--- src/rtl/bulls_cows_pkg.sv ---
`default_nettype none
// ============================================================================
//  Module      : bulls_cows_pkg
//  Description : Shared types and digit helpers for the Bulls & Cows game.
//  Revision    : 1.0  initial release
// ============================================================================
package bulls_cows_pkg;

  // Game controller states; the encoding is visible to the display logic.
  typedef enum logic [2:0] {
    READ_S1 = 3'd0,
    READ_S2 = 3'd1,
    GUESS   = 3'd2,
    SCORE   = 3'd3,
    SHOW    = 3'd4,
    WIN     = 3'd5,
    DRAW    = 3'd6
  } state_t;

  // Widest entry vector the helpers accept (N_DIGITS*DIGIT_W must fit).
  localparam int VEC_W = 64;

  // Extract digit i (DW bits wide) from a zero-extended entry vector.
  function automatic logic [31:0] digit_at(input logic [VEC_W-1:0] vec,
                                           input int i, input int dw);
    logic [VEC_W-1:0] mask;
    logic [VEC_W-1:0] sh;
    mask = (VEC_W'(1) << dw) - VEC_W'(1);
    sh   = (vec >> (i * dw)) & mask;
    return sh[31:0];
  endfunction

  // An entry is legal when its N digits are pairwise distinct and in range.
  function automatic logic entry_valid(input logic [VEC_W-1:0] vec,
                                       input int n, input int dw,
                                       input int maxd);
    logic ok;
    ok = 1'b1;
    for (int i = 0; i < n; i++) begin
      if (digit_at(vec, i, dw) > 32'(maxd)) ok = 1'b0;
      for (int j = i + 1; j < n; j++) begin
        if (digit_at(vec, i, dw) == digit_at(vec, j, dw)) ok = 1'b0;
      end
    end
    return ok;
  endfunction

endpackage
`default_nettype wire

--- src/rtl/bc_entry_check.sv ---
`default_nettype none
// ============================================================================
//  Module      : bc_entry_check
//  Description : Combinational legality check of a switch entry (distinct
//                digits, each no larger than MAX_DIGIT). Also used by the
//                display block for live feedback while the user types.
//  Revision    : 1.0  initial release
// ============================================================================
module bc_entry_check
  import bulls_cows_pkg::*;
#(
  parameter int N_DIGITS  = 4,
  parameter int DIGIT_W   = 4,
  parameter int MAX_DIGIT = 9
) (
  input  logic [N_DIGITS*DIGIT_W-1:0] sw_i,
  output logic                        valid_o
);

  logic [VEC_W-1:0] vec;

  // Zero-extend the entry into the helper width and evaluate legality.
  always_comb begin
    vec                          = '0;
    vec[N_DIGITS*DIGIT_W-1:0]    = sw_i;
    valid_o = entry_valid(vec, N_DIGITS, DIGIT_W, MAX_DIGIT);
  end

endmodule
`default_nettype wire

--- src/rtl/bulls_cows_game.sv ---
`default_nettype none
// ============================================================================
//  Module      : bulls_cows_game
//  Description : Two-player Bulls & Cows controller. Captures both secrets,
//                alternates guesses, scores one digit per cycle and tracks
//                tries with win / draw detection.
//  Revision    : 1.0  initial release
// ============================================================================
module bulls_cows_game
  import bulls_cows_pkg::*;
#(
  parameter int N_DIGITS  = 4,
  parameter int DIGIT_W   = 4,
  parameter int MAX_DIGIT = 9,
  parameter int MAX_TRIES = 10
) (
  input  logic                                 clock,
  input  logic                                 reset,
  input  logic                                 confirm,
  input  logic [N_DIGITS*DIGIT_W-1:0]          SW,
  output logic [2:0]                           state_o,
  output logic                                 cur_player,
  output logic [$clog2(N_DIGITS+1)-1:0]        bulls,
  output logic [$clog2(N_DIGITS+1)-1:0]        cows,
  output logic                                 result_valid,
  output logic                                 entry_err,
  output logic [$clog2(MAX_TRIES+1)-1:0]       tries_p1,
  output logic [$clog2(MAX_TRIES+1)-1:0]       tries_p2,
  output logic                                 win,
  output logic                                 winner,
  output logic                                 draw
);

  localparam int W     = N_DIGITS * DIGIT_W;
  localparam int CNT_W = $clog2(N_DIGITS + 1);
  localparam int TRY_W = $clog2(MAX_TRIES + 1);
  localparam int IDX_W = $clog2(N_DIGITS);

  localparam logic [IDX_W-1:0] LAST_IDX  = IDX_W'(N_DIGITS - 1);
  localparam logic [CNT_W-1:0] ALL_BULLS = CNT_W'(N_DIGITS);
  localparam logic [TRY_W-1:0] TRY_LIMIT = TRY_W'(MAX_TRIES);

  state_t             state_q, state_d;
  logic               cur_player_q, cur_player_d;
  logic [W-1:0]       secret1_q, secret1_d;
  logic [W-1:0]       secret2_q, secret2_d;
  logic [W-1:0]       guess_q, guess_d;
  logic [IDX_W-1:0]   idx_q, idx_d;
  logic [CNT_W-1:0]   bulls_q, bulls_d;
  logic [CNT_W-1:0]   cows_q, cows_d;
  logic [TRY_W-1:0]   tries1_q, tries1_d;
  logic [TRY_W-1:0]   tries2_q, tries2_d;
  logic               entry_err_q, entry_err_d;
  logic               confirm_q;

  logic               cf_edge;
  logic               entry_ok;
  logic [VEC_W-1:0]   guess_vec;
  logic [VEC_W-1:0]   target_vec;
  logic [31:0]        guess_dig;
  logic               hit_bull;
  logic               hit_any;
  logic               hit_cow;

  assign cf_edge = confirm & ~confirm_q;

  bc_entry_check #(
    .N_DIGITS  (N_DIGITS),
    .DIGIT_W   (DIGIT_W),
    .MAX_DIGIT (MAX_DIGIT)
  ) u_entry_check (
    .sw_i    (SW),
    .valid_o (entry_ok)
  );

  // Compare the current guess digit against the opponent's secret.
  always_comb begin
    guess_vec            = '0;
    target_vec           = '0;
    guess_vec[W-1:0]     = guess_q;
    target_vec[W-1:0]    = cur_player_q ? secret1_q : secret2_q;
    guess_dig            = digit_at(guess_vec, int'(idx_q), DIGIT_W);
    hit_bull = (guess_dig == digit_at(target_vec, int'(idx_q), DIGIT_W));
    hit_any  = 1'b0;
    for (int j = 0; j < N_DIGITS; j++) begin
      if (guess_dig == digit_at(target_vec, j, DIGIT_W)) hit_any = 1'b1;
    end
    // Secrets have distinct digits, so a non-bull match is exactly one cow.
    hit_cow = hit_any & ~hit_bull;
  end

  // Next-state and datapath update for the game controller.
  always_comb begin
    state_d      = state_q;
    cur_player_d = cur_player_q;
    secret1_d    = secret1_q;
    secret2_d    = secret2_q;
    guess_d      = guess_q;
    idx_d        = idx_q;
    bulls_d      = bulls_q;
    cows_d       = cows_q;
    tries1_d     = tries1_q;
    tries2_d     = tries2_q;
    entry_err_d  = 1'b0;

    case (state_q)
      READ_S1: begin
        if (cf_edge) begin
          if (entry_ok) begin
            secret1_d = SW;
            state_d   = READ_S2;
          end else begin
            entry_err_d = 1'b1;
          end
        end
      end

      READ_S2: begin
        if (cf_edge) begin
          if (entry_ok) begin
            secret2_d    = SW;
            cur_player_d = 1'b0;
            state_d      = GUESS;
          end else begin
            entry_err_d = 1'b1;
          end
        end
      end

      GUESS: begin
        if (cf_edge) begin
          if (entry_ok) begin
            guess_d = SW;
            bulls_d = '0;
            cows_d  = '0;
            idx_d   = '0;
            if (!cur_player_q) begin
              if (tries1_q != TRY_LIMIT) tries1_d = tries1_q + 1'b1;
            end else begin
              if (tries2_q != TRY_LIMIT) tries2_d = tries2_q + 1'b1;
            end
            state_d = SCORE;
          end else begin
            entry_err_d = 1'b1;
          end
        end
      end

      SCORE: begin
        // Confirm edges are deliberately ignored while scoring.
        bulls_d = bulls_q + CNT_W'(hit_bull);
        cows_d  = cows_q + CNT_W'(hit_cow);
        idx_d   = idx_q + 1'b1;
        if (idx_q == LAST_IDX) begin
          idx_d   = '0;
          state_d = (bulls_d == ALL_BULLS) ? WIN : SHOW;
        end
      end

      SHOW: begin
        if (cf_edge) begin
          if ((tries1_q == TRY_LIMIT) && (tries2_q == TRY_LIMIT)) begin
            state_d = DRAW;
          end else begin
            cur_player_d = ~cur_player_q;
            state_d      = GUESS;
          end
        end
      end

      default: begin
        // WIN and DRAW hold until reset.
      end
    endcase
  end

  // State register; reset overrides every other event in the cycle.
  always_ff @(posedge clock) begin
    if (reset) begin
      state_q      <= READ_S1;
      cur_player_q <= 1'b0;
      secret1_q    <= '0;
      secret2_q    <= '0;
      guess_q      <= '0;
      idx_q        <= '0;
      bulls_q      <= '0;
      cows_q       <= '0;
      tries1_q     <= '0;
      tries2_q     <= '0;
      entry_err_q  <= 1'b0;
      confirm_q    <= 1'b0;
    end else begin
      state_q      <= state_d;
      cur_player_q <= cur_player_d;
      secret1_q    <= secret1_d;
      secret2_q    <= secret2_d;
      guess_q      <= guess_d;
      idx_q        <= idx_d;
      bulls_q      <= bulls_d;
      cows_q       <= cows_d;
      tries1_q     <= tries1_d;
      tries2_q     <= tries2_d;
      entry_err_q  <= entry_err_d;
      confirm_q    <= confirm;
    end
  end

  assign state_o      = state_q;
  assign cur_player   = cur_player_q;
  assign bulls        = bulls_q;
  assign cows         = cows_q;
  assign result_valid = (state_q == SHOW) || (state_q == WIN);
  assign entry_err    = entry_err_q;
  assign tries_p1     = tries1_q;
  assign tries_p2     = tries2_q;
  assign win          = (state_q == WIN);
  assign winner       = (state_q == WIN) & cur_player_q;
  assign draw         = (state_q == DRAW);

endmodule
`default_nettype wire

--- config.mk ---
export PLATFORM = sky130hd
export DESIGN_NAME = bulls_cows_game
export DESIGN_NICKNAME = d
export VERILOG_FILES = /design/src/rtl/bulls_cows_pkg.sv /design/src/rtl/bc_entry_check.sv /design/src/rtl/bulls_cows_game.sv
export SDC_FILE = /design/constraint.sdc
export NUM_CORES = 1
export LEC_CHECK = 0
export BUFFER_PORTS_ARGS = -buffer_cell sky130_fd_sc_hd__buf_2
export CELL_PAD_IN_SITES_DETAIL_PLACEMENT = 1
export CELL_PAD_IN_SITES_GLOBAL_PLACEMENT = 2
export CORE_MARGIN = 4
export CORE_UTILIZATION = 33
export DETAILED_ROUTE_END_ITERATION = 10
export PLACE_DENSITY = 0.77
export SYNTH_ARGS = -nofsm -noshare
export SYNTH_HDL_FRONTEND = slang
export SYNTH_HIERARCHICAL = 1
export SYNTH_SLANG_ARGS = --single-unit
--- constraint.sdc ---
create_clock -name clock -period 2.8 [get_ports clock]
set_input_delay 0.7 -clock clock [delete_from_list [all_inputs] [get_ports clock]]
set_output_delay 0.7 -clock clock [all_outputs]
set_load 0.02 [all_outputs]
-- Yosys cells after proc, flatten, opt, wreduce, memory -nomap -nowiden
Cells that the tools add are included.
- register bits after elaboration: 70
- input port bits: 19
- output and inout port bits: 23
- logic and storage cells: 119
- add/subtract/negate cells: 5
- order comparisons: 4
- eq/ne operators: 32
- shifts and indexed selects: 2
- mux-type cells: 40
- bitwise operators: 8
- reductions and logical operators: 16
- operator list (operator ; number):
    $eq 4x4->1 ; 11
    $mux 3 ; 11
    $shr 16x4->4 ; 2
    $mux 1 ; 20
    $ne 2x2->1 const B ; 9
    $gt 4x4->1 const B ; 4
    $mux 16 ; 1
    $pmux 3 s5 ; 1
    $reduce_and 5->1 ; 3
    $eq 3x3->1 const B ; 4
    $pmux 3 s2 ; 2
    $reduce_and 3->1 ; 4
    $reduce_and 9->1 ; 1
    $add 4x1->4 const B ; 2
    $eq 4x4->1 const B ; 2
    $ne 4x4->1 const B ; 2
    $add 3x1->3 ; 2
    $eq 3x2->1 const B ; 2
    $mux 2 ; 3
    $reduce_or 3->1 ; 2
    $not 1->1 ; 5
    $reduce_bool 5->1 ; 1
    $pmux 2 s2 ; 1
    $reduce_bool 2->1 ; 2
    8 further kinds ; 10

-- Depth between registers and ports, before layout
- depth in word-level cells: 14
- gate-level depth with buffers: 12
- mapped depth without buffers: 10

-- Hierarchy
The synthesis kept the hierarchy.
- modules (own cells, without submodules) (module ; times used ; cells an instance ; area an instance (sq um) ; seq. area each (sq um)):
    bulls_cows_game ; 1 ; 357 ; 3389.5 ; 1401.3
    bc_entry_check ; 1 ; 37 ; 286.5 ; 0.0

-- Worst setup path after synthesis
OpenSTA, ideal clock, no wires.
- path kind: in2reg
- start: in SW[2]
- end: reg secret1_q[10]
- setup time: 128 ps
- arrival time: 2615 ps
- data required time: 2672 ps
- slack: 58 ps
- stages: 9
- path buffers: 1
- cell sequence: xnor2_1 > nand4_1 > nand4_1 > nor4_1 > nand4bb_1 > nor3_2 > buf_4 > mux2i_1 > nor2_1
- cells in the longest elaborated chain, start to end: 12
- elaborated cells on any way between the ends: 15
- those cells by class: 1 x order compare; 3 x eq/ne; 10 x mux; 1 x reduce/logical
- ends and longest elaborated chain (item ; RTL line ; RTL):
    start: declaration ; bulls_cows_game.sv:20 ; input logic [N_DIGITS*DIGIT_W-1:0] SW,
    $gt 4x4->1 ; bulls_cows_pkg.sv:40 ; if (digit_at(vec, i, dw) > 32'(maxd)) ok = 1'b0;
    $mux 1 ; bulls_cows_pkg.sv:40 ;
    $mux 1 (2 in a row) ; bulls_cows_pkg.sv:42 ; if (digit_at(vec, i, dw) == digit_at(vec, j, dw)) ok = 1'b0;
    $mux 1 (*) ; bulls_cows_pkg.sv:42 ;
    $mux 1 (*) ; bulls_cows_pkg.sv:40 ;
    $mux 1 (*) (2 in a row) ; bulls_cows_pkg.sv:42 ;
    $mux 1 (*) ; bulls_cows_pkg.sv:40 ;
    $mux 1 (*) ; bulls_cows_pkg.sv:42 ;
    $mux 1 (*) ; bulls_cows_pkg.sv:40 ;
    named net entry_ok ; bulls_cows_game.sv:57 ; logic entry_ok;
    $reduce_and 3->1 (no line) (*) ; n/a ;
    end signal: assignment ; bulls_cows_game.sv:195 ; secret1_q <= secret1_d;
    end: declaration ; bulls_cows_game.sv:45 ; logic [W-1:0] secret1_q, secret1_d;
Mark *: on every way through the listed nets, which the timed path passes. The rest lies on a longest branch.
A chain may end at the register's enable or synchronous reset.

-- Final worst setup path
- start: reg cur_player_q (netlist: cur_player)
- end: reg state_q[0] (netlist: state_o[0])
- cells in the longest elaborated chain, start to end: 8
- ends and longest elaborated chain (item ; RTL line ; RTL):
    start: declaration ; bulls_cows_game.sv:44 ; logic cur_player_q, cur_player_d;
    start signal: assignment ; bulls_cows_game.sv:194 ; cur_player_q <= cur_player_d;
    $mux 16 ; bulls_cows_game.sv:81 ; target_vec[W-1:0] = cur_player_q ? secret1_q : secret2_q;
    $shr 16x4->4 ; bulls_cows_pkg.sv:29 ; sh = (vec >> (i * dw)) & mask;
    $eq 4x4->1 ; bulls_cows_game.sv:83 ; hit_bull = (guess_dig == digit_at(target_vec, int'(idx_q), DIGIT_W));
    $add 3x1->3 ; bulls_cows_game.sv:151 ; bulls_d = bulls_q + CNT_W'(hit_bull);
    $eq 3x3->1 ; bulls_cows_game.sv:156 ; state_d = (bulls_d == ALL_BULLS) ? WIN : SHOW;
    $mux 1 ; bulls_cows_game.sv:156 ;
    $mux 3 ; bulls_cows_game.sv:154 ; if (idx_q == LAST_IDX) begin
    $pmux 3 s5 ; bulls_cows_game.sv:106 ; case (state_q)
    end signal: assignment ; bulls_cows_game.sv:193 ; state_q <= state_d;
    end: declaration ; bulls_cows_game.sv:43 ; state_t state_q, state_d;
No other way between the ends. The select of a mux whose other input is x is not followed.

==> results.yml <==
sta:
  finalSetupTns_ns: 0
  finalHoldViolations: 0
  setup_violations: 0
  max_slew.worst_pin.slew_ns: 0.5481
  maxSlewHeadroom_pct: 63.33
  rsz0062_at_grt: "yes"
  hold_ws_ns: 0.4585
  period_minus_slack_ns: 2.681
  skew_ns: 0.006800
  min_period_over_period_pct: 95.75
  drv_slew: 0
  max_freq_mhz: 373.0
placed_design:
  hpwl_um: 8393
  io_buffers: 41
  dp_cells: 591
  placed_area_mm2: 0.004253
  place_congestion: 0.8651
hold_path:
  min_path_type: "flip-flop to flip-flop"
pwr:
  clkPwrFrac_pct: 42.4
  switching_share_pct: 24.66
  p_switching_mw: 0.4972
  ir_drop_uv: 246.4
  p_comb_share_pct: 7.5
  power.density_mw_per_mm2: 440.3
  p_leak_nw: 1.822
  power_frac_seq_pct: 50.1
  internal_power_mw: 1.519
logic_synthesis:
  synth-edff-count: 0
  synth.cells.most_frequent: "dfxtp_1 (70), mux2i_1 (49), nor2_1 (46), nand2_1 (44)"
  synth.area.mux_share_pct: 18.24
  synth.most_common_cell: "dfxtp_1"
  synthDominantCellAreaShare_pct: 38.12
  async_flop_share_pct: 0
  synth_area_per_cell_um2: 9.330
  synthAdderAreaFrac_pct: 3.063
  yosys.area_share.simple_pct: 17.60
  synth_area_mm2: 0.003676
  synth_top_area_cell: "dfxtp_1"
  ys_seq_area_share_pct: 38.12
  yosys.area_share.xor_xnor_pct: 12.15
  yosys_warnings: 6
  synth-compound-area-share_pct: 7.080
  syn_inst: 394
  ys_seq_elements: 70
  synth_top_family_by_area: "multiplexers"
  ys_types: 41
  synth_area_leaders: "dfxtp_1 (38%), mux2i_1 (13%), xnor2_1 (6.4%), xor2_1 (5.7%), mux4_2 (4.9%)"
  ys.flop_type: "dfxtp_1"
  syn_nets: 422
clocking:
  root_buffer: "clkbuf_8"
  insertion_delay_ns: 0.36
  max-clock-path-buffers: 2
  clkTransAtPathRegs_ns: 0.08
  cts_tree: "built"
  cts-buffers-inserted: 9
  hold_buffers: 0
  h-tree-depth: 3
  clock_sinks: 70
finish:
  drive_gt1_share_pct: 26.50
  fin_nets: 491
  instances_no_fill: 608
  area_growth_pct: 24.57
  finalInstanceArea_mm2: 0.004579
  fin_util_pct: 42.06
  n_antenna_cell: 0
floorplanning:
  ios: 42
  rows: 38
  start_util_pct: 33.76
  die-area_mm2: 0.01289
  dieHeight_um: 113.5
  core-area_mm2: 0.01089
  dieWidth_um: 113.5
detailed_routing:
  drtPass1Iterations: 4
  drtAntennaViolNets: 0
  via_per_inst: 5.151
  drt_iter0_drc: 120
  totalWireLength_um: 11360
  wl_per_cell_um: 18.68
  vias: 3132
  drc: 0
global_routing:
  grt_usage_pct: 18.35
  grt_pass1_vias: 3403
  grt_max_degree: 28
  overflow: 0
  antenna_found_initial: 0
  grt_pass1_wl_um: 18390
critical_path:
  cp-start-kind: "flip-flop"
  worst_setup_path_end_kind: "flip-flop"
  arrival_ns: 2.98
  critPathMaxFanout: 8
  cp.required_ns: 3.10
  path_class: "flip-flop to flip-flop"
run:
  maxCapViolCount: 0
run_status:
  status: "finished, final reports clean"
==> metal layers <==
layer,vias up,GRT usage (%),routed length [µm]
met2,67,30.31,5422
met1,1532,22.79,5105
met3,29,3.289,394
li1,1504,-,-
met5,-,0,0
met4,0,9.615,433
==> power by group through the flow <==
stage | Clock (mW) | Sequential (mW) | Combinational [mW]
detailed placement | 0 | 1.03 | 0.146
global placement | 0 | 1.03 | 0.143
global route | 0.928 | 1.01 | 0.163
CTS | 0.872 | 1.01 | 0.149
floorplan | 0 | 1.03 | 0.0747
finish | 0.855 | 1.01 | 0.151
==> per-stage QoR <==
step	power, mW	worst slack (ns)
after detailed placement	1.180	-0.2725
after global placement	1.176	-0.2310
after CTS	2.031	0.03396
after floorplan	1.106	0.05770
final	2.016	0.1191
after global routing	2.102	-0.06533
==> area by class of cell <==
| type | instances | area [µm²] |
|---|---|---|
| clock inverters | 3 | 42.54 |
| clock buffers | 13 | 158.9 |
| inverters | 3 | 11.26 |
| repair buffers | 80 | 548.0 |
| multi-input cells | 299 | 2236 |
| flip-flops and latches | 70 | 1408 |
| fillers | 1269 | 6309 |
| well taps | 140 | 175.2 |
==> worst max-delay path, cell delays in order (launching register included) <==
cell	delay [ns]
dfxtp_4	0.37
buf_12	0.15
mux2i_2	0.16
mux4_2	0.50
xnor2_2	0.17
nor4_4	0.31
ha_2	0.26
ha_4	0.21
o41ai_2	0.27
mux2i_1	0.11
nor2_1	0.11
==> state kept, by name, summed over array words and instances (netlist names) <==
name	flops
guess_q	16
secret1_q	16
secret2_q	16
tries_p1	4
tries_p2	4
bulls	3
cows	3
state_o	3
idx_q	2
confirm_q	1
cur_player	1
entry_err	1
==> path summary, 6_finish.rpt <==
kind                              endpoint  slack (ns)  depth (start not counted)       start
worst max-delay path            state_o[0]        0.12                         10  cur_player
worst min-delay path            guess_q[6]        0.46                          2  guess_q[6]
worst max register to register  state_o[0]        0.12                         10  cur_player
worst min register to register  guess_q[6]        0.46                          2  guess_q[6]
==> repair_timing <==
action / in CTS / in global routing
pin swaps: 1 / 2
resized for setup: 6 / 19
setup buffers: 0 / 1
endpoints found under the setup margin: 1 / 19
cloned: 0 / 0
==> logic make-up after synthesis <==
family / after synthesis
buf+inv: 25
flops: 70
fa+ha+maj: 9
simple gates: 136
compound gates: 46
xor+xnor: 51
mux: 57
==> cell usage in the layout, fill, tap and decap left out, types with 2 or more instances in the layout <==
cell       n
a21o_1     2
a21oi_1   27
and2_1     2
and3_1     2
buf_12     4
buf_2     41
buf_4     35
clkbuf_1   2
clkbuf_8  11
dfxtp_1   67
dfxtp_2    2
ha_1       7
inv_1      3
mux2i_1   41
mux2i_2    7
mux4_2     8
nand2_1   44
nand3_1    8
nand3b_1   3
nand4_1   11
nor2_1    46
nor2b_1    5
nor3_1     2
nor4_1     3
nor4_2     2
o21ai_0    8
o21bai_1   2
xnor2_1   26
xor2_1    24
No activity file was read; power rests on OpenSTA's default activity.
